`src/rtl/jam_solver_param_if.sv`:
```
// Host-side bus of the assignment solver: solve request, cost-table read port and results.
interface jam_solver_param_if #(
  parameter int N   = 8,
  parameter int CW  = 7,
  parameter int MCW = 16
);
  localparam int IW = $clog2(N);
  localparam int SW = CW + $clog2(N);

  logic              START;
  logic [IW-1:0]     W;
  logic [IW-1:0]     J;
  logic [CW-1:0]     Cost;
  logic [SW-1:0]     MinCost;
  logic [MCW-1:0]    MatchCount;
  logic [N*IW-1:0]   BestPerm;
  logic              Valid;
  logic              Busy;

  modport master (
    output START, Cost,
    input  W, J, MinCost, MatchCount, BestPerm, Valid, Busy
  );

  modport slave (
    input  START, Cost,
    output W, J, MinCost, MatchCount, BestPerm, Valid, Busy
  );
endinterface

```
`src/rtl/jam_solver_param.sv`:
```
// Exhaustive assignment solver: loads an N x N cost table, then walks all N!
// permutations in lexicographic order, one per cycle, keeping the minimum
// total cost, how many permutations reach it and the first one that did.
module jam_solver_param #(
  parameter int N   = 8,
  parameter int CW  = 7,
  parameter int MCW = 16
) (
  input logic          CLK,
  input logic          RST,
  jam_solver_param_if.slave bus
);
  localparam int IW = $clog2(N);
  localparam int SW = CW + $clog2(N);

  typedef enum logic [1:0] {IDLE, LOAD, EVAL, DONE} state_t;

  state_t          state;
  logic [IW-1:0]   w;
  logic [IW-1:0]   j;
  logic [CW-1:0]   tbl [N][N];
  logic [IW-1:0]   perm [N];
  logic [SW-1:0]   min_cost;
  logic [MCW-1:0]  match_cnt;
  logic [N*IW-1:0] best_perm;
  logic            valid;
  logic            busy;

  logic            has_piv;
  logic [IW-1:0]   piv;
  logic [IW-1:0]   swp_idx;
  logic [IW-1:0]   swp [N];
  logic [IW-1:0]   nxt [N];
  logic [SW-1:0]   total;

  function automatic logic [MCW-1:0] sat_inc(input logic [MCW-1:0] v);
    return (v == {MCW{1'b1}}) ? v : v + 1'b1;
  endfunction

  function automatic logic [N*IW-1:0] pack_perm(input logic [IW-1:0] p [N]);
    logic [N*IW-1:0] r;
    r = '0;
    for (int i = 0; i < N; i++) r[i*IW +: IW] = p[i];
    return r;
  endfunction

  function automatic logic [N*IW-1:0] ident_perm();
    logic [N*IW-1:0] r;
    r = '0;
    for (int i = 0; i < N; i++) r[i*IW +: IW] = IW'(i);
    return r;
  endfunction

  // Cost of the current permutation and its lexicographic successor.
  always_comb begin
    total   = '0;
    has_piv = 1'b0;
    piv     = '0;
    swp_idx = '0;
    for (int i = 0; i < N; i++) total = total + SW'(tbl[i][perm[i]]);
    for (int p = 0; p < N - 1; p++) begin
      if (perm[p] < perm[p+1]) begin
        piv     = IW'(p);
        has_piv = 1'b1;
      end
    end
    for (int q = 0; q < N; q++) begin
      if (q > int'(piv) && perm[q] > perm[piv]) swp_idx = IW'(q);
    end
    swp          = perm;
    swp[piv]     = perm[swp_idx];
    swp[swp_idx] = perm[piv];
    nxt          = swp;
    for (int i = 0; i < N; i++) begin
      if (i > int'(piv)) nxt[i] = swp[IW'(N + int'(piv) - i)];
    end
  end

  // Cost table capture; never reset because LOAD rewrites every entry.
  always_ff @(posedge CLK) begin
    if (state == LOAD) tbl[w][j] <= bus.Cost;
  end

  // Control FSM with registered outputs and result accumulation.
  always_ff @(posedge CLK) begin
    if (RST) begin
      state     <= IDLE;
      w         <= '0;
      j         <= '0;
      valid     <= 1'b0;
      busy      <= 1'b0;
      min_cost  <= '1;
      match_cnt <= '0;
      best_perm <= ident_perm();
      for (int i = 0; i < N; i++) perm[i] <= IW'(i);
    end else begin
      case (state)
        IDLE, DONE: begin
          if (bus.START) begin
            state     <= LOAD;
            w         <= '0;
            j         <= '0;
            valid     <= 1'b0;
            busy      <= 1'b1;
            min_cost  <= '1;
            match_cnt <= '0;
          end else if (state == DONE) begin
            valid <= 1'b1;
          end
        end
        LOAD: begin
          if (j == IW'(N - 1)) begin
            j <= '0;
            if (w == IW'(N - 1)) begin
              w     <= '0;
              state <= EVAL;
              for (int i = 0; i < N; i++) perm[i] <= IW'(i);
            end else begin
              w <= w + 1'b1;
            end
          end else begin
            j <= j + 1'b1;
          end
        end
        EVAL: begin
          if (total < min_cost) begin
            min_cost  <= total;
            match_cnt <= MCW'(1);
            best_perm <= pack_perm(perm);
          end else if (total == min_cost) begin
            match_cnt <= sat_inc(match_cnt);
          end
          if (has_piv) begin
            perm <= nxt;
          end else begin
            state <= DONE;
            busy  <= 1'b0;
          end
        end
        default: state <= IDLE;
      endcase
    end
  end

  assign bus.W          = w;
  assign bus.J          = j;
  assign bus.MinCost    = min_cost;
  assign bus.MatchCount = match_cnt;
  assign bus.BestPerm   = best_perm;
  assign bus.Valid      = valid;
  assign bus.Busy       = busy;
endmodule

```
`src/flat_wrapper.sv`:
```
// flat-port wrapper written by rule: the top's interface ports become plain ports
module jam_solver_param_flat 
#(
  parameter int N   = 8,
  parameter int CW  = 7,
  parameter int MCW = 16
)
  (CLK, RST, bus_START, bus_Cost, bus_W, bus_J, bus_MinCost, bus_MatchCount, bus_BestPerm, bus_Valid, bus_Busy);
  jam_solver_param_if #(.N(N), .CW(CW), .MCW(MCW)) bus_i ();
  input logic CLK;
  input logic RST;
  input wire logic [$bits(bus_i.START)-1:0] bus_START;
  input wire logic [$bits(bus_i.Cost)-1:0] bus_Cost;
  output wire logic [$bits(bus_i.W)-1:0] bus_W;
  output wire logic [$bits(bus_i.J)-1:0] bus_J;
  output wire logic [$bits(bus_i.MinCost)-1:0] bus_MinCost;
  output wire logic [$bits(bus_i.MatchCount)-1:0] bus_MatchCount;
  output wire logic [$bits(bus_i.BestPerm)-1:0] bus_BestPerm;
  output wire logic [$bits(bus_i.Valid)-1:0] bus_Valid;
  output wire logic [$bits(bus_i.Busy)-1:0] bus_Busy;
  assign bus_i.START = bus_START;
  assign bus_i.Cost = bus_Cost;
  assign bus_W = bus_i.W;
  assign bus_J = bus_i.J;
  assign bus_MinCost = bus_i.MinCost;
  assign bus_MatchCount = bus_i.MatchCount;
  assign bus_BestPerm = bus_i.BestPerm;
  assign bus_Valid = bus_i.Valid;
  assign bus_Busy = bus_i.Busy;
  jam_solver_param #(.N(N), .CW(CW), .MCW(MCW)) u_core (.CLK(CLK), .RST(RST), .bus(bus_i));
endmodule
```
`config.mk`:
```
export PLATFORM = sky130hd
export DESIGN_NAME = jam_solver_param_flat
export DESIGN_NICKNAME = d
export VERILOG_FILES = /design/src/rtl/jam_solver_param_if.sv /design/src/rtl/jam_solver_param.sv /design/src/flat_wrapper.sv
export SDC_FILE = /design/constraint.sdc
export NUM_CORES = 1
export LEC_CHECK = 0
export BUFFER_PORTS_ARGS = -buffer_cell sky130_fd_sc_hd__buf_2
export CORE_MARGIN = 2
export CORE_UTILIZATION = 35
export CTS_CLUSTER_DIAMETER = 80
export DETAILED_ROUTE_END_ITERATION = 8
export PLACE_DENSITY = 0.54
export SETUP_SLACK_MARGIN = 0.3
export SYNTH_ARGS = -nofsm -noshare
export SYNTH_HDL_FRONTEND = slang
export SYNTH_SLANG_ARGS = --single-unit
```
`constraint.sdc`:
```
create_clock -name CLK -period 18.81 [get_ports CLK]
set_input_delay 3.762 -clock CLK [delete_from_list [all_inputs] [get_ports CLK]]
set_output_delay 3.762 -clock CLK [all_outputs]
set_load 0.03 [all_outputs]
```
==> results of run 1 <==
[how the worst min path moves through the flow]
stage,start,end,slack [ps]
2_1_floorplan,u_core.state[1]$_SDFFE_PP0P_,u_core.state[1]$_SDFFE_PP0P_,520
3_3_place_gp,u_core.bus.BestPerm[17]$_SDFFE_PP1P_,u_core.bus.BestPerm[17]$_SDFFE_PP1P_,440
3_5_place_dp,u_core.bus.BestPerm[9]$_SDFFE_PP1P_,u_core.bus.BestPerm[9]$_SDFFE_PP1P_,450
4_1_cts,u_core.bus.BestPerm[9]$_SDFFE_PP1P_,u_core.bus.BestPerm[9]$_SDFFE_PP1P_,460
5_1_grt,u_core.bus.BestPerm[17]$_SDFFE_PP1P_,u_core.bus.BestPerm[17]$_SDFFE_PP1P_,490
6_report,u_core.bus.BestPerm[15]$_SDFFE_PP1P_,u_core.bus.BestPerm[15]$_SDFFE_PP1P_,460
[cells by family (layout without fill, tap and decap cells)]
logic type | after synthesis | after routing | synth area share (%)
fa+ha+maj | 117 | 117 | 6.692
xor+xnor | 25 | 25 | 0.8523
flops | 532 | 532 | 58.91
mux | 166 | 166 | 12.16
simple gates | 531 | 531 | 9.473
buf+inv | 204 | 328 | 3.093
compound gates | 321 | 321 | 8.820
[critical path, delay by kind of cell, from the launching register on]
kind | cells | cell delay, ps
fa+ha+maj | 7 | 3050
compound gates | 11 | 2850
buf+inv | 7 | 1190
mux | 1 | 550
simple gates | 5 | 540
flops | 1 | 480
xor+xnor | 2 | 400
[Yosys cell counts, types with 16 or more instances]
library cell,count
edfxtp_1,448
nand2_1,195
nor2_1,179
mux4_2,115
inv_1,106
dfxtp_1,84
ha_1,83
a21oi_1,79
clkbuf_1,60
o21ai_0,49
mux2i_1,44
nand3_1,40
fa_1,34
buf_1,21
nand4_1,17
nor3_1,17
a31oi_1,16
[flip-flops by register name (all words and copies together) (netlist names)]
| signal | count |
|---|---|
| u_core.bus.Valid | 1 |
| u_core.bus.MatchCount | 16 |
| u_core.bus.J | 3 |
| u_core.tbl | 448 |
| u_core.state | 2 |
| u_core.bus.W | 3 |
| u_core.bus.BestPerm | 24 |
| u_core.bus.MinCost | 10 |
| u_core.bus.Busy | 1 |
| u_core.perm | 24 |
[area by class of cell]
class / instances / area, µm² / area share [%]
sequential: 532 / 15130 / 52.12
multi-input combinational: 1160 / 9771 / 33.65
clock buffer: 68 / 1468 / 5.054
tap: 959 / 1200 / 4.132
timing repair buffer: 107 / 635.6 / 2.189
inverter: 114 / 427.9 / 1.474
clock inverter: 39 / 402.9 / 1.387
[stage by stage]
stage	setup WS [ps]	util (%)	hold slack, ps
2_1_floorplan	10680	-	515.5
3_3_place_gp	9733	37.30	439.3
3_5_place_dp	9629	37.30	446.1
4_1_cts	9613	39.87	460.5
5_1_grt	9012	39.87	485.2
6_report	9594	39.87	457.4
[metal layers]
metal | up-vias | GRT usage [%] | wire [µm] | part of all wire (%)
met5 | - | 0 | 0 | 0
met4 | 0 | 7.198 | 2640 | 3.5
met3 | 135 | 2.889 | 4986 | 6.7
met2 | 630 | 31.64 | 35120 | 47
met1 | 8478 | 27.09 | 32100 | 43
li1 | 7339 | - | - | -
==> flow_summary.yaml, run 1 <==
grt:
  antenna_found_initial: 2
  grt_pass1_wl_mm: 109.4
  grt_overflow: 0
  grt_pass1_vias: 16390
  grt_max_degree: 65
  grtUsageTotal_pct: 19.66
timing:
  setup_viol: 0
  rsz0062_at_grt: "false"
  hold_violations: 0
  tightest_slew_ps: 1069
  skew_ps: 45.49
  drv_slew: 0
  finalSetupTns_ps: 0
  period_share_pct: 48.99
  slew_headroom_pct: 28.59
  fmax_mhz: 108.5
  period_minus_slack_ps: 9216
hold_path:
  hold_class: "reg -> reg"
  hold_depth: 1
worst_setup_path:
  path_max_fanout: 17
  ff2ff_path_depth: 33
  critPathRequiredTime_ps: 19340
  slowest_stage: "o21bai_1"
  critPathLaunchType: "flop"
  critPathKind: "reg -> reg"
  cp.arrival_ps: 9740
  reg2reg_slack_ps: 9590
  crit_start: "u_core.perm[18]$_SDFFE_PP1P_"
  cp_common_cell: "inv_1"
  r2r-start: "u_core.perm[18]$_SDFFE_PP1P_"
  slowest_delay_ps: 860
  reg2reg_to: "u_core.bus.MatchCount[8]$_SDFFE_PP0P_"
  end_kind: "flop"
  crit_end: "u_core.bus.MatchCount[8]$_SDFFE_PP0P_"
cells_and_area:
  syn2layout_area_growth_pct: 13.04
  layout_commonest_cell: "edfxtp_1"
  design_area_mm2: 0.02904
  fillers: 6813
  final-instance-count-excl-fill: 2979
  layout_common_cells: "edfxtp_1 (448), nand2_1 (195), nor2_1 (179), mux4_2 (115), inv_1 (106)"
  num_antenna_cells: 0
  drive_gt1_share_pct: 17.72
  fin_nets: 2099
route:
  remaining_drc_errors: 0
  routedWlPerCell_um: 25.13
  dr.pass1.iters: 5
  drtIter0Drc: 1560
  routed_wl_mm: 74.85
  vias_per_cell: 5.566
  drtAntennaViolNets: 0
  dr_total_vias: 16580
clock_network:
  clock_path_buffers: 3
  clk_pin_slew_ps: 70
  numCtsBuffers: 57
  cts-hold-fix-buffers: 0
  tritoncts: "yes"
  clk_latency_ps: 640
  cts_resized: 0
  cts-root-buf: "clkbuf_16"
  h-tree-depth: 2
  numClockSinks: 532
  cts_setup_buffers: 0
floorplanning:
  die_area_mm2: 0.07558
  die_y_um: 274.9
  rows: 99
  core-area_mm2: 0.07283
  initial_core_util_pct: 35.27
  fp.dieW_um: 274.9
  ios: 68
yosys:
  yosysSeqAreaShare_pct: 58.91
  synth_cells: 1896
  syn_nets: 2023
  synthArstFlopShare_pct: 0
  post-synth-top-area-cell: "edfxtp_1"
  ys.flop_type: "edfxtp_1"
  netlist_area_mm2: 0.02569
  syn_avg_cell_area_um2: 13.55
  synth-seq-cells: 532
  synth_area_leaders: "edfxtp_1 (52%), mux4_2 (10%), dfxtp_1 (6.5%)"
  synth.distinct_cells: 102
  ys_warn_count: 0
  synth_edf_count: 448
  netlist.area_leader.share_pct: 52.37
place:
  hpwlAfterDp_mm: 50.51
  dpl_cell_area_mm2: 0.02717
  numPlacedInstances: 2872
  gp_congestion: 0.9329
  numPortBuffers: 67
run:
  cap_violations: 0
status:
  status: "finished clean"
Power of run 1 is not shown: default switching activity piles up to over one toggle a cycle in this logic, so the estimate is an artifact.
==> run 2: changes to the inputs <==
--- a/config.mk
+++ b/config.mk
@@ -10,7 +10,7 @@
 export CORE_UTILIZATION = 35
 export CTS_CLUSTER_DIAMETER = 80
 export DETAILED_ROUTE_END_ITERATION = 8
-export PLACE_DENSITY = 0.54
+export PLACE_DENSITY = 0.56
 export SETUP_SLACK_MARGIN = 0.3
 export SYNTH_ARGS = -nofsm -noshare
 export SYNTH_HDL_FRONTEND = slang
==> constraint.sdc (replaced) <==
create_clock -name CLK -period 7.61 [get_ports CLK]
set_input_delay 1.522 -clock CLK [delete_from_list [all_inputs] [get_ports CLK]]
set_output_delay 1.522 -clock CLK [all_outputs]
set_load 0.03 [all_outputs]
==> run 2 against run 1 <==
Net effect:
- global-route usage is 0.12 points lower
- hold slack better by 2.3 ps
- clock skew is 14 ps lower
- routed wire length is 0.48% higher
- critical path type unchanged
- largest cell class unchanged
==> flow_summary.yaml, run 2 (synthesis gave the netlist of run 1 again) <==
status:
  status: "finished clean"
clock_network:
  numCtsBuffers: 53
  numClockSinks: 532
  tritoncts: "yes"
  cts-root-buf: "clkbuf_16"
  clk_latency_ps: 630
  h-tree-depth: 2
  clk_pin_slew_ps: 70
  clock_path_buffers: 3
grt:
  grt_overflow: 0
  grt.busiest_layer: "met2"
  grt_max_degree: 65
  gr-usage-met1_pct: 26.58
  globalRouteMet2Util_pct: 31.84
  antenna_found_initial: 0
  grt_pass1_wl_mm: 110.0
  grtUsageTotal_pct: 19.53
  grt_pass1_vias: 17250
  grtUsageMet3_pct: 2.907
timing:
  hold_violations: 0
  tightest_slew_ps: 1008
  slew_headroom_pct: 32.72
  drv_slew: 0
  rsz0062_at_grt: "true"
  setup_viol: 0
  period_share_pct: 95.02
  setup_slack_ps: 379.3
  period_minus_slack_ps: 7231
  skew_ps: 31.77
  hold_slack_ps: 459.8
  fmax_mhz: 138.3
place:
  hpwlAfterDp_mm: 52.06
  numPortBuffers: 67
  pre_cts_ws_ps: -116.7
  gp_congestion: 0.9800
worst_setup_path:
  slowest_delay_ps: 570
  path_max_fanout: 4
  critPathKind: "reg -> reg"
  critPathRequiredTime_ps: 8130
  critPathLaunchType: "flop"
  cp.arrival_ps: 7750
  end_kind: "flop"
  ff2ff_path_depth: 32
  cp_common_cell: "buf_4"
  slowest_stage: "fa_1"
floorplanning:
  ios: 68
  fp.dieW_um: 274.9
  die_y_um: 274.9
  rows: 99
  die_area_mm2: 0.07558
  core-area_mm2: 0.07283
  initial_core_util_pct: 35.27
cells_and_area:
  regArea_mm2: 0.01514
  layout_commonest_cell: "edfxtp_1"
  largest_reg_flops: 448
  top_register: "u_core.tbl"
  layout_common_cells: "edfxtp_1 (448), nand2_1 (183), buf_4 (183), nor2_1 (174), mux4_2 (115)"
  fin_nets: 2253
  num_antenna_cells: 0
  drive_gt1_share_pct: 27.21
  fillers: 6684
  syn2layout_area_growth_pct: 19.15
  multiInputGateArea_mm2: 0.01016
route:
  drtAntennaViolNets: 0
  remaining_drc_errors: 0
  vias_per_cell: 5.492
  routed_wl_mm: 75.21
  routedWlPerCell_um: 24.05
  drtIter0Drc: 1524
  dr_total_vias: 17170
  dr.pass1.iters: 8
hold_path:
  hold_class: "reg -> reg"
  hold_depth: 1
run:
  cap_violations: 0
run 2: changes by cell type in the layout (fill, tap and decap cells not counted), sizes merged:
cell and delta:
buf +155, clkinvlp -2, inv -1, clkinv -4
run 2: worst max-delay path: cells and delay by family (launching register included):
family,cells,cell delay [ps]
adders and majority gates,7,3230
buffers and inverters,9,1090
and+or+nand+nor,7,920
AOI/OAI and AO/OA,6,920
DFF,1,370
muxes,1,340
xor gates and xnor gates,2,260
run 2: path summary, 6_finish.rpt:
check,slack (ps),startpoint,end
setup reg to reg,380,u_core.perm[18]$_SDFFE_PP1P_,u_core.bus.MatchCount[12]$_SDFFE_PP0P_
hold reg to reg,460,u_core.bus.BestPerm[3]$_SDFFE_PP1P_,u_core.bus.BestPerm[3]$_SDFFE_PP1P_
setup / recovery,380,u_core.perm[18]$_SDFFE_PP1P_,u_core.bus.MatchCount[12]$_SDFFE_PP0P_
hold / removal,460,u_core.bus.BestPerm[3]$_SDFFE_PP1P_,u_core.bus.BestPerm[3]$_SDFFE_PP1P_
run 2: timing repair:
item,CTS,global route
hold endpoints to repair,0,0
endpoints found under the setup margin,50,51
buffers inserted,13,11
gates cloned,0,4
pin swaps,31,65
hold buffers,0,0
resized for setup,42,72
run 2: layer usage:
| layer | routed length [µm] | part of all wire [%] |
|---|---|---|
| met5 | 0 | 0 |
| met4 | 2720 | 3.6 |
| met3 | 4886 | 6.5 |
| met2 | 35520 | 47 |
| met1 | 32090 | 43 |
run 2: stage by stage:
| step | instance area, µm² | std cells | util, % | setup TNS, ps |
|---|---|---|---|---|
| 4_1_cts | 30230 | 3112 | 41.50 | 0 |
| 5_1_grt | 30610 | 3127 | 42.03 | 0 |
| 3_5_place_dp | 28210 | 3002 | 38.73 | -1421 |
| 6_report | 30610 | 3127 | 42.03 | 0 |
| 2_1_floorplan | 25740 | 1896 | - | 0 |
| 3_3_place_gp | 28210 | 3002 | 38.73 | -10.17 |
run 2: cell type report:
| class | count | share of cell area, % |
|---|---|---|
| flip-flops and latches | 532 | 49.48 |
| multi-input cells | 1160 | 33.20 |
| repair buffers | 265 | 6.389 |
| clock buffers | 65 | 4.480 |
| well taps | 959 | 3.920 |
| inverters | 114 | 1.398 |
| clock inverters | 32 | 1.136 |
Power of run 2 is left out for the same reason.
